`config.mk`:
```
export PLATFORM = sky130hd
export DESIGN_NAME = receive_framed
export DESIGN_NICKNAME = d
export VERILOG_FILES = /design/src/rtl/receive_framed.sv
export SDC_FILE = /design/constraint.sdc
export NUM_CORES = 1
export LEC_CHECK = 0
export CAP_MARGIN = 40
export CORE_UTILIZATION = 59
export DETAILED_ROUTE_END_ITERATION = 8
export PLACE_DENSITY = 0.88
export SLEW_MARGIN = 20
export SYNTH_ARGS = -nofsm -noshare
export SYNTH_HDL_FRONTEND = slang
export SYNTH_SLANG_ARGS = --single-unit
```
`constraint.sdc`:
```
create_clock -name clk -period 2.7 [get_ports clk]
set_input_delay 0.54 -clock clk [delete_from_list [all_inputs] [get_ports clk]]
set_output_delay 0.54 -clock clk [all_outputs]
set_load 0.02 [all_outputs]
```
`src/rtl/receive_framed.sv`:
```
// receive_framed: parametrised UART receiver with oversampling, optional parity
// and one or two stop bits. Each received word is presented on a stb/rdy
// handshake together with its framing, parity and overrun flags.
//
// Ports
//   clk   sole clock
//   rst   synchronous, active-high reset
//   rxd   asynchronous serial line, idle high
//   rdy   consumer ready
//   stb   word valid
//   dat   received word (LSB first on the line)
//   ferr  a stop bit was sampled 0
//   perr  parity mismatch (always 0 without parity)
//   ovr   at least one earlier word was lost before this one
module receive_framed #(
  parameter real BAUDRATE   = 96e2,
  parameter real FREQUENCY  = 12e6,
  parameter int  OVERSAMPLE = 16,
  parameter int  DATA_BITS  = 8,
  parameter int  PARITY     = 0,
  parameter int  STOP_BITS  = 1
) (
  input  logic                 clk,
  input  logic                 rst,
  input  logic                 rxd,
  input  logic                 rdy,
  output logic                 stb,
  output logic [DATA_BITS-1:0] dat,
  output logic                 ferr,
  output logic                 perr,
  output logic                 ovr
);

  localparam int   DIVISOR    = $rtoi(FREQUENCY / (BAUDRATE * OVERSAMPLE));
  localparam int   M          = OVERSAMPLE / 2;
  localparam int   DIV_W      = (DIVISOR > 1) ? $clog2(DIVISOR) : 1;
  localparam int   TICK_W     = $clog2(OVERSAMPLE);
  localparam int   BIT_W      = $clog2(DATA_BITS);
  localparam logic HAS_PARITY = (PARITY != 0);
  localparam logic ODD_PARITY = (PARITY == 1);

  if (DIVISOR < 2) begin : g_divisor_check
    $error("receive_framed: DIVISOR must be at least 2");
  end

  typedef enum logic [2:0] {
    ST_IDLE   = 3'd0,
    ST_START  = 3'd1,
    ST_DATA   = 3'd2,
    ST_PARITY = 3'd3,
    ST_STOP   = 3'd4,
    ST_BREAK  = 3'd5
  } state_t;

  // Mismatch between the received parity bit and the one implied by the data.
  function automatic logic parity_mismatch(input logic [DATA_BITS-1:0] data,
                                           input logic                 bit_v,
                                           input logic                 odd);
    return (^data) ^ bit_v ^ odd;
  endfunction

  logic                 rxd_meta_r;
  logic                 rxs_r;
  state_t               state_r;
  state_t               state_nxt_s;
  logic [DIV_W-1:0]     div_cnt_r;
  logic [TICK_W-1:0]    tick_cnt_r;
  logic                 samp_a_r;
  logic                 samp_b_r;
  logic [BIT_W-1:0]     bit_cnt_r;
  logic                 stop_cnt_r;
  logic [DATA_BITS-1:0] shift_r;
  logic                 perr_acc_r;
  logic                 ferr_acc_r;
  logic                 stb_r;
  logic [DATA_BITS-1:0] dat_r;
  logic                 ferr_r;
  logic                 perr_r;
  logic                 ovr_r;

  logic                 tick_s;
  logic                 decide_s;
  logic                 maj_s;
  logic                 start_s;
  logic                 shift_s;
  logic                 par_chk_s;
  logic                 stop_s;
  logic                 load_s;
  logic                 ferr_new_s;

  // A tick is the last clock of each divider period.
  assign tick_s   = (div_cnt_r == DIV_W'(DIVISOR - 1));
  // The bit decision happens on tick M+1, i.e. while the counter still shows M.
  assign decide_s = tick_s && (tick_cnt_r == TICK_W'(M));
  // Majority of the samples taken on ticks M-1, M and the current one (M+1).
  assign maj_s    = (samp_a_r & samp_b_r) | (samp_a_r & rxs_r) | (samp_b_r & rxs_r);
  assign ferr_new_s = ferr_acc_r | ~maj_s;

  // Two-flop synchronizer for the asynchronous line, resetting to idle.
  always_ff @(posedge clk) begin
    if (rst) begin
      rxd_meta_r <= 1'b1;
      rxs_r      <= 1'b1;
    end else begin
      rxd_meta_r <= rxd;
      rxs_r      <= rxd_meta_r;
    end
  end

  // Divider and per-bit tick counter, realigned to the detected start edge.
  always_ff @(posedge clk) begin
    if (rst) begin
      div_cnt_r  <= '0;
      tick_cnt_r <= '0;
    end else if (start_s) begin
      div_cnt_r  <= '0;
      tick_cnt_r <= '0;
    end else if (tick_s) begin
      div_cnt_r  <= '0;
      if (tick_cnt_r == TICK_W'(OVERSAMPLE - 1)) begin
        tick_cnt_r <= '0;
      end else begin
        tick_cnt_r <= tick_cnt_r + TICK_W'(1);
      end
    end else begin
      div_cnt_r <= div_cnt_r + DIV_W'(1);
    end
  end

  // Capture the two early samples feeding the majority vote.
  always_ff @(posedge clk) begin
    if (rst) begin
      samp_a_r <= 1'b1;
      samp_b_r <= 1'b1;
    end else begin
      if (tick_s && (tick_cnt_r == TICK_W'(M - 2))) begin
        samp_a_r <= rxs_r;
      end
      if (tick_s && (tick_cnt_r == TICK_W'(M - 1))) begin
        samp_b_r <= rxs_r;
      end
    end
  end

  // State register.
  always_ff @(posedge clk) begin
    if (rst) begin
      state_r <= ST_IDLE;
    end else begin
      state_r <= state_nxt_s;
    end
  end

  // Next-state logic and per-decision control strobes.
  always_comb begin
    state_nxt_s = state_r;
    start_s     = 1'b0;
    shift_s     = 1'b0;
    par_chk_s   = 1'b0;
    stop_s      = 1'b0;
    load_s      = 1'b0;
    case (state_r)
      ST_IDLE: begin
        if (!rxs_r) begin
          state_nxt_s = ST_START;
          start_s     = 1'b1;
        end else begin
          state_nxt_s = ST_IDLE;
        end
      end
      ST_START: begin
        if (decide_s) begin
          // A high majority means the falling edge was only a glitch.
          if (maj_s) begin
            state_nxt_s = ST_IDLE;
          end else begin
            state_nxt_s = ST_DATA;
          end
        end else begin
          state_nxt_s = ST_START;
        end
      end
      ST_DATA: begin
        if (decide_s) begin
          shift_s = 1'b1;
          if (bit_cnt_r == BIT_W'(DATA_BITS - 1)) begin
            state_nxt_s = HAS_PARITY ? ST_PARITY : ST_STOP;
          end else begin
            state_nxt_s = ST_DATA;
          end
        end else begin
          state_nxt_s = ST_DATA;
        end
      end
      ST_PARITY: begin
        if (decide_s) begin
          par_chk_s   = 1'b1;
          state_nxt_s = ST_STOP;
        end else begin
          state_nxt_s = ST_PARITY;
        end
      end
      ST_STOP: begin
        if (decide_s) begin
          stop_s = 1'b1;
          if (stop_cnt_r == 1'(STOP_BITS - 1)) begin
            // Leaving mid stop bit lets a back-to-back start edge be caught.
            load_s      = 1'b1;
            state_nxt_s = ferr_new_s ? ST_BREAK : ST_IDLE;
          end else begin
            state_nxt_s = ST_STOP;
          end
        end else begin
          state_nxt_s = ST_STOP;
        end
      end
      ST_BREAK: begin
        if (rxs_r) begin
          state_nxt_s = ST_IDLE;
        end else begin
          state_nxt_s = ST_BREAK;
        end
      end
      default: begin
        state_nxt_s = ST_IDLE;
      end
    endcase
  end

  // Frame assembly: data shift register, bit/stop counters and error flags.
  always_ff @(posedge clk) begin
    if (rst) begin
      shift_r    <= '0;
      bit_cnt_r  <= '0;
      stop_cnt_r <= 1'b0;
      perr_acc_r <= 1'b0;
      ferr_acc_r <= 1'b0;
    end else if (start_s) begin
      bit_cnt_r  <= '0;
      stop_cnt_r <= 1'b0;
      perr_acc_r <= 1'b0;
      ferr_acc_r <= 1'b0;
    end else begin
      if (shift_s) begin
        shift_r   <= {maj_s, shift_r[DATA_BITS-1:1]};
        bit_cnt_r <= bit_cnt_r + BIT_W'(1);
      end
      if (par_chk_s) begin
        perr_acc_r <= parity_mismatch(shift_r, maj_s, ODD_PARITY);
      end
      if (stop_s) begin
        ferr_acc_r <= ferr_new_s;
        stop_cnt_r <= stop_cnt_r + 1'b1;
      end
    end
  end

  // Output register; a newly completed word always replaces a pending one.
  always_ff @(posedge clk) begin
    if (rst) begin
      stb_r  <= 1'b0;
      dat_r  <= '0;
      ferr_r <= 1'b0;
      perr_r <= 1'b0;
      ovr_r  <= 1'b0;
    end else if (load_s) begin
      stb_r  <= 1'b1;
      dat_r  <= shift_r;
      ferr_r <= ferr_new_s;
      perr_r <= perr_acc_r;
      ovr_r  <= stb_r && !rdy;
    end else if (stb_r && rdy) begin
      stb_r  <= 1'b0;
    end
  end

  assign stb  = stb_r;
  assign dat  = dat_r;
  assign ferr = ferr_r;
  assign perr = perr_r;
  assign ovr  = ovr_r;

endmodule

```
# Word level (Yosys, flattened, before mapping)
# Index checks and enable logic that the tools add are counted.
[op_classes]
n_mux = 23
addsub = 4
n_reduce_logical = 12
eq_ne = 11
bitwise_logic = 9
[ops]
columns = ["operator", "n"]
rows = [
  ["$mux 3", 8],
  ["$pmux 3 s6", 1],
  ["$mux 1", 12],
  ["$eq 3x3->1 const B", 3],
  ["$eq 4x3->1 const B", 2],
  ["$eq 4x4->1 const B", 2],
  ["$reduce_xor 8->1", 1],
  ["$add 7x1->7 const B", 1],
  ["$eq 7x7->1 const B", 1],
  ["$eq 3x2->1 const B", 2],
  ["$logic_and 1x1->1", 5],
  ["$add 4x1->4 const B", 1],
  ["$mux 4", 1],
  ["$add 3x1->3 const B", 1],
  ["$and 1x1->1", 3],
  ["$eq 3x1->1 const B", 1],
  ["$logic_not 3->1", 1],
  ["$or 1x1->1", 3],
  ["$reduce_or 3->1", 1],
  ["$mux 2", 1],
  ["$not 1->1", 2],
  ["$reduce_and 2->1", 1],
  ["$reduce_bool 2->1", 1],
  ["$reduce_or 2->1", 1],
  ["3 further kinds", 3],
]
[totals]
elab_cells = 76
out_inout_bits = 12
reg_bits = 44

# Longest topological paths before layout
[depth]
ltp_word = 9
depth_mapped = 9
depth_no_buf = 7

# Worst setup path before layout
# Ideal clock, no wire load.
[synth_timing]
path_type = "register to register"
start = "reg div_cnt_r[0]"
end = "reg dat_r[2], in the netlist dat[2]"
path_buffers = 2
setup_slack_ns = 0.970
setup_time_ns = 0.132
path_stages_with_launch = 9
t_arrival_ns = 1.598
path_cell_list = "dfxtp_1 -> ha_1 -> and4bb_1 -> nand4_2 -> buf_6 -> or3_4 -> buf_6 -> nand2_1 -> a21oi_1"
[synth_via]
elab_chain_len = 4
[synth_rtl]
columns = ["element", "line", "text"]
rows = [
  ["start, declared", "66", "logic [DIV_W-1:0] div_cnt_r;"],
  ["start signal, assigned", "126", "div_cnt_r <= div_cnt_r + DIV_W'(1);"],
  ["$eq 7x7->1", "92", "assign tick_s = (div_cnt_r == DIV_W'(DIVISOR - 1));"],
  ["$logic_and 1x1->1", "94", "assign decide_s = tick_s && (tick_cnt_r == TICK_W'(M));"],
  ["$mux 1", "204", "if (decide_s) begin"],
  ["$mux 1", "162", "case (state_r)"],
  ["end signal, assigned", "268", "dat_r <= shift_r;"],
  ["end, declared", "76", "logic [DATA_BITS-1:0] dat_r;"],
]
# No other way between the ends.
# A chain may end at the register's enable or synchronous reset.

# Worst setup path after layout
[layout_timing]
start = "reg div_cnt_r[0]"
end = "reg shift_r[5]"
[layout_via]
elab_chain_len = 5
[layout_rtl]
columns = ["element", "line", "text"]
rows = [
  ["$eq 7x7->1", "92", ""],
  ["$logic_and 1x1->1", "94", ""],
  ["$mux 1", "184", "if (decide_s) begin"],
  ["$mux 1", "162", ""],
  ["$reduce_and 2->1 (no line)", "-", ""],
  ["end signal, assigned", "245", "shift_r <= {maj_s, shift_r[DATA_BITS-1:1]};"],
  ["end, declared", "72", "logic [DATA_BITS-1:0] shift_r;"],
]
# No other way between the ends.

==> key figures <==
Floorplan
  – Total number of placement rows: 20
  – Placeable Area: about 3100 um2
  – Height of the die: about 59 um
  – I/O pins: 16
  – Full die area: about 3500 um2
  – Starting density of the core: 62.6%
  – Die Width: a little under 60 um

Timing
  – RSZ-0062 raised after global routing: no
  – Layout Skew: between 10 and 15 ps
  – Number of hold violations in the final report: 0
  – Slew at the pin closest to its max-slew limit: around 400 ps
  – Worst-case headroom to the max-slew limit: 73.2%
  – Minimum clock period after layout: 1950 ps
  – Slack of the critical path: around 750 ps
  – Final period util: 72.4%
  – Setup Total Neg Slack: 0 ps
  – Achievable clock frequency: 512 MHz
  – Hold Worst Slack: between 400 and 500 ps
  – Number of slew-limit violations in the final report: 0
  – Total of endpoints with negative setup slack in the final report: 0

Logic synthesis
  – Synthesized area per cell: 9.15 um2
  – Portion of synthesized cell area occupied by the leading cell type: between 40% and 50%
  – Number of synthesis warnings: 0
  – Leading post-synthesis cells by cell area: dfxtp_1, nor2_1, mux2i_1
  – Post-synthesis async set-or-reset flop share: 0%
  – Post-synth EDFFs: 0
  – Number of distinct library cells after synthesis: 37
  – Number of flip-flops and latches in the synthesized netlist: 44
  – Dominant register cell in the synthesized netlist: dfxtp_1
  – Sequential-to-total area share from yosys stat: 46.1%
  – Post-Syn Nets: 220
  – Top cell type by total area after synthesis: dfxtp_1
  – Instance count of the mapped netlist: 209
  – Cell area after synthesis: 1910 um2

Worst setup path
  – Delay contributed by the slowest stage of the critical path: ~550 ps
  – Top Family by Delay on Critical Path: simple AND/OR/NAND/NOR gates
  – Crit path DAT: approximately 2200 ps
  – Maximum fanout along the worst path: 11
  – Critical-path top delay cell: or3_4
  – WP buf/inv: 0
  – Critical path startpoint category: register
  – Start-to-end type of the worst setup path: register to register
  – Element type at the critical path end: register
  – Cell Chain, Critical Path: ha_1 -> and4bb_1 -> nand4_2 -> or3_4 -> mux2i_1 -> nor2_1
  – CP required: a little under 3000 ps

Placement
  – Gpl congestion: approximately 0.85
  – Number of buffers added on ports: 15
  – Placed standard-cell area: between 2000 and 2500 um2
  – DP Wirelength: 2090 um
  – Setup WS pre-CTS: between 700 and 800 ps

Finish
  – Post-Layout Inst Area: 2160 um2
  – Final-stage net count: around 230
  – Fraction of layout cells with a size suffix above 1: 8.48%
  – Number of fillers in the final layout: 249
  – Area overhead of the layout relative to synthesis: 13.1%
  – Number of antenna repair diodes: 0
  – Area of the multi-input gates: 943 um2
  – Reg area: between 800 and 900 um2

GRT
  – Via count of the first global-routing pass: ~1200
  – Antenna violations before repair: 0
  – Total congestion overflow: 0
  – Total routing usage reported by global routing: between 10% and 20%
  – First-pass GRT wire length: ~4900 um
  – Maximum number of pins on one net before global-route repair: 26

Clock network
  – Clock tree from TritonCTS: done
  – Clock-pin slew on the worst setup and hold paths: about 120 ps
  – Cts hold-fix bufs: 0
  – Library cell used as clock root buffer: clkbuf_4
  – Number of buffers added by the clock tree synthesis step: 5
  – H-tree Lvls: 2
  – Clock tree sinks: 44
  – Later-pin clock latency in the skew report: ~360 ps
  – Clock tree buffer depth: 2
  – Number of gates given a new drive strength after cts: 0
  – Setup repair bufs after CTS: 0

Detailed routing
  – Post-route DRC: 0
  – Number of vias after detailed routing: about 1400
  – Remaining antenna violation count: 0
  – Average vias per placed instance: ~5.2
  – Routed wire length per instance: roughly 11 um
  – Routed wire length: between 2000 and 3000 um
  – First-pass detailed-route iteration total: 4
  – Violation count after the first detailed-route iteration: 47

Min path
  – Class of the worst hold path: register to register

Power
  – Cell leakage power: 0.875 nW
  – Worst VDD drop: roughly 0.00038 V
  – Power consumption: between 1 and 1.5 mW
  – PD cells: ~530 nW/um2

Status
  – Status: complete, no violations

Flow run
  – Max Cap Viol: 0
[worst register-to-register path, stage by stage (launching register included)]
cell	delay, ps
dfxtp_1	420
ha_1	160
and4bb_1	220
nand4_2	250
or3_4	550
mux2i_1	200
nor2_1	60
[worst paths after layout]
path | cells past startpoint | end | start | slack, ps
max | 6 | shift_r[5]$_SDFFE_PP0P_ | div_cnt_r[0]$_SDFF_PP0_ | 750
min reg2reg | 1 | rxs_r$_SDFF_PP1_ | rxd_meta_r$_SDFF_PP1_ | 430
min | 1 | rxs_r$_SDFF_PP1_ | rxd_meta_r$_SDFF_PP1_ | 430
max reg2reg | 6 | shift_r[5]$_SDFFE_PP0P_ | div_cnt_r[0]$_SDFF_PP0_ | 750
[metrics by stage]
step                std cells  utilization (%)
floorplan                 209                -
global placement          260             67.7
detailed placement        260             67.7
CTS                       268             70.8
global route              268             70.8
finish                    268             70.8
[state kept, by name, indices dropped and copies added, names as in the netlist]
signal	cells
rxd_meta_r	1
bit_cnt_r	3
stb	1
shift_r	8
stop_cnt_r	1
ferr	1
dat	8
perr_acc_r	1
tick_cnt_r	4
samp_a_r	1
perr	1
ferr_acc_r	1
ovr	1
state_r	3
div_cnt_r	7
rxs_r	1
samp_b_r	1
[synth_stat cells (3+ instances only)]
master    count
a21oi_1      17
a31oi_1       3
buf_6         3
clkbuf_1      5
dfxtp_1      44
ha_1          7
inv_1         6
mux2i_1      11
nand2_1      24
nand2b_1      6
nand3_1       4
nor2_1       32
nor3_1        3
or2_2         3
xnor2_1       6
xor2_1        7
[cell families after synthesis]
family	synth area share (%)
buf+inv	4.58
compound gates	8.51
flops	46.1
xor+xnor	7.13
simple gates	22.8
mux	5.76
fa+ha+maj	5.10
[power breakdown]
group / leakage (nW) / switching, mW / internal [mW]
Clock: 0.0515 / 0.201 / 0.246
Combinational: 0.468 / 0.0188 / 0.0129
Sequential: 0.356 / 0.00597 / 0.655
Total: 0.875 / 0.226 / 0.914
[cells in the final DEF, fill, tap and decap left out, types with 4 or more instances in the layout]
master,instances
a21oi_1,17
clkbuf_4,5
clkdlybuf4s50_1,15
dfxtp_1,44
ha_1,7
inv_1,6
mux2i_1,11
nand2_1,24
nand2b_1,6
nand3_1,4
nor2_1,32
xnor2_1,6
xor2_1,7
[layer usage]
layer	track usage [%]	share of wire (%)	up-vias
met5	0	0	-
met4	9.86	2.5	0
met3	7.47	3.8	8
met2	28.9	44	20
met1	24.0	50	631
li1	-	-	726
[final cells by class]
| type | instances | area share [%] |
|---|---|---|
| Timing Repair Buffer | 17 | 7.64 |
| Clock buffer | 7 | 3.01 |
| Multi-Input combinational cell | 149 | 43.6 |
| Inverter | 6 | 1.04 |
| Sequential cell | 44 | 40.7 |
| Tap cell | 44 | 2.55 |
| Clock inverter | 1 | 1.39 |
(Power assumes the default switching activity.)
